File: src/rtl/tlb_search_responder.sv
// TLB entry array with a registered search responder, TLBWI/TLBWR write port and invalidate-all walker.
// Latency: a search response is valid exactly one cycle after the request is accepted.
// Backpressure: a stalled response holds; new requests wait while the response is stalled or the walker is busy.
module tlb_search_responder #(
   parameter int TLBNUM = 16,
   parameter int IDX_WD = 4
) (
   input  logic              clk,
   input  logic              resetn,
   input  logic              s_req_valid,
   output logic              s_req_ready,
   input  logic [18:0]       s_vpn2,
   input  logic              s_odd_page,
   input  logic [7:0]        s_asid,
   output logic              s_resp_valid,
   input  logic              s_resp_ready,
   output logic              s_found,
   output logic [IDX_WD-1:0] s_index,
   output logic [19:0]       s_pfn,
   output logic [2:0]        s_c,
   output logic              s_d,
   output logic              s_v,
   input  logic              we,
   input  logic [IDX_WD-1:0] w_index,
   input  logic [18:0]       w_vpn2,
   input  logic [7:0]        w_asid,
   input  logic              w_g,
   input  logic [19:0]       w_pfn0,
   input  logic [2:0]        w_c0,
   input  logic              w_d0,
   input  logic              w_v0,
   input  logic [19:0]       w_pfn1,
   input  logic [2:0]        w_c1,
   input  logic              w_d1,
   input  logic              w_v1,
   input  logic              inv_all,
   output logic              busy
);

   typedef struct packed {
      logic [19:0] pfn;
      logic [2:0]  c;
      logic        d;
   } page_t;

   typedef struct packed {
      logic [18:0] vpn2;
      logic [7:0]  asid;
      logic        g;
      page_t       p0;
      page_t       p1;
   } tlb_entry_t;

   typedef struct packed {
      logic              found;
      logic [IDX_WD-1:0] index;
      logic [19:0]       pfn;
      logic [2:0]        c;
      logic              d;
      logic              v;
   } resp_t;

   typedef enum logic {
      IDLE = 1'b0,
      WALK = 1'b1
   } walk_state_t;

   tlb_entry_t        ent_q [TLBNUM];
   logic [TLBNUM-1:0] v0_q;
   logic [TLBNUM-1:0] v1_q;

   walk_state_t       state_q, state_d;
   logic [IDX_WD-1:0] cnt_q, cnt_d;
   logic              clr_en;

   logic [TLBNUM-1:0] hit_vec;
   logic              hit_found;
   logic [IDX_WD-1:0] hit_idx;
   tlb_entry_t        hit_ent;
   resp_t             hit_resp;

   logic              resp_vld_q;
   resp_t             resp_q;
   logic              req_acc;
   tlb_entry_t        w_ent;

   // ---------------- entry array ----------------
   assign w_ent = '{vpn2: w_vpn2, asid: w_asid, g: w_g,
                    p0: '{pfn: w_pfn0, c: w_c0, d: w_d0},
                    p1: '{pfn: w_pfn1, c: w_c1, d: w_d1}};

   // Only the valid bits need reset; the remaining fields are qualified by them.
   always_ff @(posedge clk) begin
      if (we) begin
         ent_q[w_index] <= w_ent;
      end
   end

   // A walker clear on the same entry as a write lands after it, so the clear wins.
   always_ff @(posedge clk or negedge resetn) begin
      if (!resetn) begin
         v0_q <= '0;
         v1_q <= '0;
      end else begin
         if (we) begin
            v0_q[w_index] <= w_v0;
            v1_q[w_index] <= w_v1;
         end
         if (clr_en) begin
            v0_q[cnt_q] <= 1'b0;
            v1_q[cnt_q] <= 1'b0;
         end
      end
   end

   // ---------------- invalidate-all walker ----------------
   always_ff @(posedge clk or negedge resetn) begin
      if (!resetn) begin
         state_q <= IDLE;
         cnt_q   <= '0;
      end else begin
         state_q <= state_d;
         cnt_q   <= cnt_d;
      end
   end

   always_comb begin
      state_d = state_q;
      cnt_d   = cnt_q;
      clr_en  = 1'b0;
      case (state_q)
         IDLE: begin
            if (inv_all) begin
               state_d = WALK;
               cnt_d   = '0;
            end
         end
         WALK: begin
            clr_en = 1'b1;
            cnt_d  = cnt_q + 1'b1;
            if (cnt_q == IDX_WD'(TLBNUM - 1)) begin
               state_d = IDLE;
            end
         end
         default: begin
            state_d = IDLE;
         end
      endcase
   end

   assign busy = (state_q == WALK);

   // ---------------- search ----------------
   always_comb begin
      for (int i = 0; i < TLBNUM; i++) begin
         hit_vec[i] = (ent_q[i].vpn2 == s_vpn2) && (ent_q[i].g || (ent_q[i].asid == s_asid));
      end
   end

   // Descending scan so the lowest hitting index is the last one written.
   always_comb begin
      hit_found = 1'b0;
      hit_idx   = '0;
      for (int i = TLBNUM - 1; i >= 0; i--) begin
         if (hit_vec[i]) begin
            hit_found = 1'b1;
            hit_idx   = IDX_WD'(i);
         end
      end
   end

   assign hit_ent = ent_q[hit_idx];

   always_comb begin
      hit_resp = '0;
      if (hit_found) begin
         hit_resp.found = 1'b1;
         hit_resp.index = hit_idx;
         if (s_odd_page) begin
            hit_resp.pfn = hit_ent.p1.pfn;
            hit_resp.c   = hit_ent.p1.c;
            hit_resp.d   = hit_ent.p1.d;
            hit_resp.v   = v1_q[hit_idx];
         end else begin
            hit_resp.pfn = hit_ent.p0.pfn;
            hit_resp.c   = hit_ent.p0.c;
            hit_resp.d   = hit_ent.p0.d;
            hit_resp.v   = v0_q[hit_idx];
         end
      end
   end

   // ---------------- response register ----------------
   assign s_req_ready = !busy && (!resp_vld_q || s_resp_ready);
   assign req_acc     = s_req_valid && s_req_ready;

   always_ff @(posedge clk or negedge resetn) begin
      if (!resetn) begin
         resp_vld_q <= 1'b0;
         resp_q     <= '0;
      end else if (req_acc) begin
         resp_vld_q <= 1'b1;
         resp_q     <= hit_resp;
      end else if (s_resp_ready) begin
         resp_vld_q <= 1'b0;
      end
   end

   assign s_resp_valid = resp_vld_q;
   assign s_found      = resp_q.found;
   assign s_index      = resp_q.index;
   assign s_pfn        = resp_q.pfn;
   assign s_c          = resp_q.c;
   assign s_d          = resp_q.d;
   assign s_v          = resp_q.v;

endmodule
File: config.mk
export PLATFORM = sky130hd
export DESIGN_NAME = tlb_search_responder
export DESIGN_NICKNAME = d
export VERILOG_FILES = /design/src/rtl/tlb_search_responder.sv
export SDC_FILE = /design/constraint.sdc
export NUM_CORES = 2
export LEC_CHECK = 0
export ABC_AREA = 1
export BUFFER_PORTS_ARGS = -buffer_cell sky130_fd_sc_hd__buf_2
export CORE_UTILIZATION = 65
export DETAILED_ROUTE_END_ITERATION = 7
export PLACE_DENSITY_LB_ADDON = 0.3
export SLEW_MARGIN = 0
export SYNTH_ARGS = -nofsm -noshare
export SYNTH_HDL_FRONTEND = slang
export SYNTH_SLANG_ARGS = --single-unit
File: constraint.sdc
create_clock -name clk -period 5.8 [get_ports clk]
set_input_delay 0.29 -clock clk [delete_from_list [all_inputs] [get_ports clk]]
set_output_delay 0.29 -clock clk [all_outputs]
set_load 0.005 [all_outputs]
**Word-level counts from Yosys, hierarchy flattened**

Memory sizes are Yosys's and may differ from the RTL's.
Index checks and enable logic that the tools add are counted.
W data, S select, Z words.

- Add/sub/neg operators: 1
- Magnitude comparators: 5
- Equality and inequality tests: 34
- Muxes and demuxes: 58
- Bitwise gates (word level): 4
- Reduce and logical (&&, ||, !) cells: 40

Operator list:

| operator | number |
|---|---|
| $eq A19 B19 Y1 | 16 |
| $eq A8 B8 Y1 | 16 |
| $mux W4 | 17 |
| $mux W16 | 4 |
| $and A16 B16 Y16 | 2 |
| $bwmux W16 | 2 |
| $mux W30 | 1 |
| $mux W1 | 27 |
| $mux W25 | 1 |
| $logic_and A1 B1 Y1 | 20 |
| $logic_or A1 B1 Y1 | 17 |
| $not A16 Y16 | 1 |
| $lt A4 B5 Y1 const B | 3 |
| $bmux W1 S4 | 2 |
| $demux W1 S4 | 2 |
| $ge A4 B1 Y1 const B | 2 |
| $pmux W4 S2 | 1 |
| $add A4 B1 Y4 const B | 1 |
| $eq A4 B4 Y1 const B | 1 |
| $logic_not A1 Y1 | 2 |
| $ne A2 B2 Y1 const B | 1 |
| $pmux W1 S2 | 1 |
| $reduce_bool A2 Y1 | 1 |
| $not A1 Y1 | 1 |

- Flip-flop bits (word level): 68
- Memory bits (writable): 1216
- Input port bits: 116
- Output and inout bits: 33
- Memories kept: 1

Memories:

| memory | words | width | read ports | clocked after Yosys merged registers in | wr ports | line | RTL |
|---|---|---|---|---|---|---|---|
| ent_q | 16 | 76 | 17 | 0 | 1 | 68 | `tlb_entry_t ent_q [TLBNUM];` |

**Logic depth before layout (Yosys ltp)**

- Depth after elaboration: 23
- Mapped depth: 34

**Worst setup path before layout**

Ideal clock, no wire load.

- Kind: input -> register
- Start: input s_asid[7]
- End: register resp_q (netlist bit s_pfn[1])
- Library setup time: 118 ps
- Arrival time: 2735 ps
- Required time: 5682 ps
- Setup slack: 2947 ps
- Stages: 23
- Buffers on the path: 4
- Cells stage by stage: buf_2 > buf_2 > xnor2_1 > nand4_1 > nor4_1 > o21ai_0 > or3b_1 > nand2_1 > nand2_1 > nand2_1 > nand2_1 > nand2_1 > nand2_2 > buf_2 > buf_2 > nand3_1 > nand3_1 > nand3_1 > nand3_1 > nand2_1 > nand2_1 > nand3_1 > nand2_1

- Word-level cells in the longest chain between the ends: 22
- Elaborated cells on any way between the ends: 83
- Classes of those cells: eq/ne (16); mux (34); reduce/logical (32); memory (1)

Ends and longest elaborated chain:

| element | line | RTL |
|---|---|---|
| from (decl) | 14 | `input logic [7:0] s_asid,` |
| $eq A8 B8 Y1 | 156 | `hit_vec[i] = (ent_q[i].vpn2 == s_vpn2) && (ent_q[i].g \|\| (ent_q[i].asid == s_asid));` |
| $logic_or A1 B1 Y1 | 156 |  |
| $logic_and A1 B1 Y1 | 156 |  |
| $mux W4 (16 in series) | 165 | `if (hit_vec[i]) begin` |
| $mem_v2 Z16 W76 | n/a |  |
| $mux W25 | 179 | `if (s_odd_page) begin` |
| $mux W30 * | 176 | `if (hit_found) begin` |
| to (signal assigned) | 203 | `resp_q <= hit_resp;` |
| to (decl) | 83 | `resp_t resp_q;` |

Every way passes the cells marked *; elsewhere a longest branch is shown, timed or not.
A chain may end at the register's enable or synchronous reset.

==> key figures <==
Setup path
  – Kind of critical path: reg -> reg
  – Crit path launch type: flop
  – Critical Path RT: 6.41 ns
  – Maximum fanout along the worst path: 129
  – Worst Setup End Kind: flop
  – Critical Path AT: 5.22 ns

Floorplanning
  – Core area: 81980 um^2
  – Die Width: 289.7 um
  – Initial Util: 0.6564
  – I/O pin cnt: 149
  – Die span in y: 289.7 um
  – DIE AREA: 83940 um^2
  – Row count: 105

Clock network
  – Total CTS buffers: 130
  – CTS tree: yes
  – Clock latency on the worst-skew pair: 0.75 ns
  – Clock Sinks: 1284
  – Longest Clk Path Bufs: 3
  – Clk slew on worst S/H paths: 0.06 ns
  – Root buffer cell: clkbuf_16
  – Post-cts resize count: 0
  – H-tree levels: 4

STA
  – Final min period: 4.606 ns
  – Fin crit share: 0.7941
  – Fmax: 0.2171 GHz
  – RSZ-0062 raised after global routing: false
  – Setup WS post-layout: 1.194 ns
  – Max-slew headroom: 0.2100
  – Post-route clock skew: 0.02617 ns
  – Worst Tran Pin Value: 1.185 ns
  – Final Max Tran Viols: 0
  – Endpoints failing hold: 0
  – Final setup viols: 0
  – Setup TNS: 0 ns

Pwr
  – P_sw: 4.430 mW
  – Internal power: 15.25 mW
  – Sequential Power Share: 0.539
  – Combinational Power Share: 0.055
  – Power Dens Cells: 327.9 nW/um^2
  – Clock power share: 0.407
  – Switch share: 0.2251
  – Worst ir drop on vdd: 0.0003491 V
  – Leakage power: 21.69 nW

Synth
  – Post-synth EDFFs: 1216
  – Synth Flop Type: edfxtp_1
  – Sequential share of the synthesized area: 0.7102
  – Synthesized area per cell: 12.36 um^2
  – Post-Syn Area: 53810 um^2
  – Synth top area share: 0.6786
  – Async S/R FF share, synth: 0.05296
  – Mapped Nets: 4475
  – Unique masters post-synth: 46
  – Post-Syn Instances: 4355
  – Dominant cells by area after synthesis: edfxtp_1, nand3_1, nand2_1
  – Area leader, netlist: edfxtp_1
  – Number of synthesis warnings: 0
  – Seq cells post-synth: 1284

Layout
  – Most common cell after layout, fill and taps aside: edfxtp_1
  – Layout cells sized above 1: 0.09767
  – Area grow syn2layout: 11.55%
  – Final net count: 4614
  – Filler cells: 5171
  – Most frequent cells in the layout: edfxtp_1, nand3_1, nand2_1, xor2_1, nor2_1
  – Final core occ: 0.7323
  – Non-Filler Instances: 5673

Run status
  – Run status: complete, no violations

Global routing
  – All-layer global routing usage: 0.3470
  – Number of global-route vias before repair: 35.04k
  – Largest net degree at the start of global routing: 212
  – First-pass GRT wire length: 212.8 mm
  – Global route total overflow: 0
  – Initial antenna violation count: 4

Placement
  – Port Buffer Count: 148
  – Final Wtd Congestion: 0.9066
  – Post-place setup slack: 0.9255 ns
  – Inst Count DP: 5360
  – DPL Wire Length: 77.02 mm

Drt
  – Via Count: 36.35k
  – WL final: 144.3 mm
  – Residual DRC count: 0
  – ANT nets after route: 0
  – Routed length per instance: 25.44 um
  – Vias per inst: 6.408
  – Initial DRC Count: 5071
  – Pre-antenna DRT Iters: 8

Flow run
  – Max Cap Viol: 0

Min path
  – HP Class: in -> reg
==> metal layers <==
| metal | GRT usage | part of all wire |
|---|---|---|
| met1 | 0.4572 | 0.36 |
| met2 | 0.5626 | 0.48 |
| met3 | 0.07009 | 0.11 |
| met4 | 0.1581 | 0.047 |
| met5 | 0 | 0.000069 |
==> cell families after synthesis <==
logic type      synth area share
fa+ha+maj              0.0009301
simple gates              0.1934
flops                     0.7102
compound gates           0.01037
buf+inv                  0.03437
xor+xnor                 0.05078
==> through the flow <==
stage | hold WS (ns) | instance area, um^2 | power [mW]
after floorplan | -0.005591 | 53810 | 11.36
after global placement | 0.4626 | 55250 | 11.75
after detailed placement | 0.4735 | 55250 | 11.79
after CTS | 0.01349 | 60010 | 19.67
after global routing | 0.02260 | 60020 | 20.17
final | 0.04174 | 60030 | 19.68
==> registers in the layout (all words and copies together), names as in the netlist <==
| name | count |
|---|---|
| s_index | 4 |
| cnt_q | 4 |
| busy | 1 |
| s_v | 1 |
| v0_q | 16 |
| s_c | 3 |
| s_pfn | 20 |
| s_found | 1 |
| ent_q | 1216 |
| s_d | 1 |
| s_resp_valid | 1 |
| v1_q | 16 |
==> worst max-delay path, cell delays in order (launching register included) <==
cell	delay, ns
edfxtp_1	0.38
xor2_1	0.15
nor4_1	0.54
nand3_1	0.16
nor3_1	0.50
o21ai_0	0.32
nand2_1	0.16
o21bai_1	0.17
nand2_4	0.29
inv_6	0.16
buf_12	0.53
nand3_1	0.16
nand3_1	0.12
nand3_1	0.09
nand2_1	0.16
nand2_1	0.24
nand3_1	0.18
nand2_1	0.08
==> area by class of cell <==
class                   instances  area (um^2)  area share
inverters                     101        426.7    0.007108
clock buffers                 182         3580     0.05963
clock inverters                53        466.7    0.007775
repair buffers                281         2182     0.03635
multi-input cells            2696        13800      0.2299
flip-flops and latches       1284        38220      0.6366
diodes                          6        15.01   0.0002501
well taps                    1070         1339     0.02230
==> cells in the mapped netlist, types with 2 or more instances <==
library cell and instances:
o21ai_0 28, ha_1 4, o221ai_1 2, o21ai_1 5, o211ai_1 2, a21oi_1 3
dfrtp_1 68, buf_6 17, xnor2_1 146, or2_1 3, or3_1 2, nand2_1 831
nand4_1 23, nor4_1 46, o21bai_1 2, inv_1 83, or2_2 24, nor3_1 46
edfxtp_1 1216, xor2_1 166, o22ai_1 13, buf_2 119, nor2_1 159, a22o_1 11
nand3_1 1152, clkbuf_1 85, buf_1 9, inv_2 18, o2111ai_1 10, or2_0 3
buf_4 44
==> power groups by stage <==
stage               combinational (mW)  clock, mW  sequential (mW)
finish                            1.07       8.00             10.6
detailed placement                1.00          0             10.8
global placement                 0.974          0             10.8
CTS                               1.06       8.01             10.6
floorplan                        0.605          0             10.8
global route                      1.16       8.37             10.6
==> what timing repair did <==
item,CTS,global route
hold buffers,72,0
buffers inserted,0,0
endpoints found under the hold margin,1094,0
endpoints found under the setup margin,0,0
==> worst paths after layout <==
kind / from / to / slack (ns) / cells after the start
worst max-delay path: ent_q[2][72]$_DFFE_PP_ / s_pfn[11]$_DFFE_PN0P_ / 1.19 / 17
worst min-delay path: w_vpn2[7] / ent_q[5][64]$_DFFE_PP_ / 0.04 / 1
worst max register to register: ent_q[2][72]$_DFFE_PP_ / s_pfn[11]$_DFFE_PN0P_ / 1.19 / 17
worst min register to register: s_pfn[7]$_DFFE_PN0P_ / s_pfn[7]$_DFFE_PN0P_ / 0.49 / 2
max in group asynchronous: resetn / s_pfn[9]$_DFFE_PN0P_ / 4.76 / 3
min in group asynchronous: resetn / cnt_q[0]$_DFFE_PN0P_ / 0.36 / 3
(Power assumes the default switching activity.)
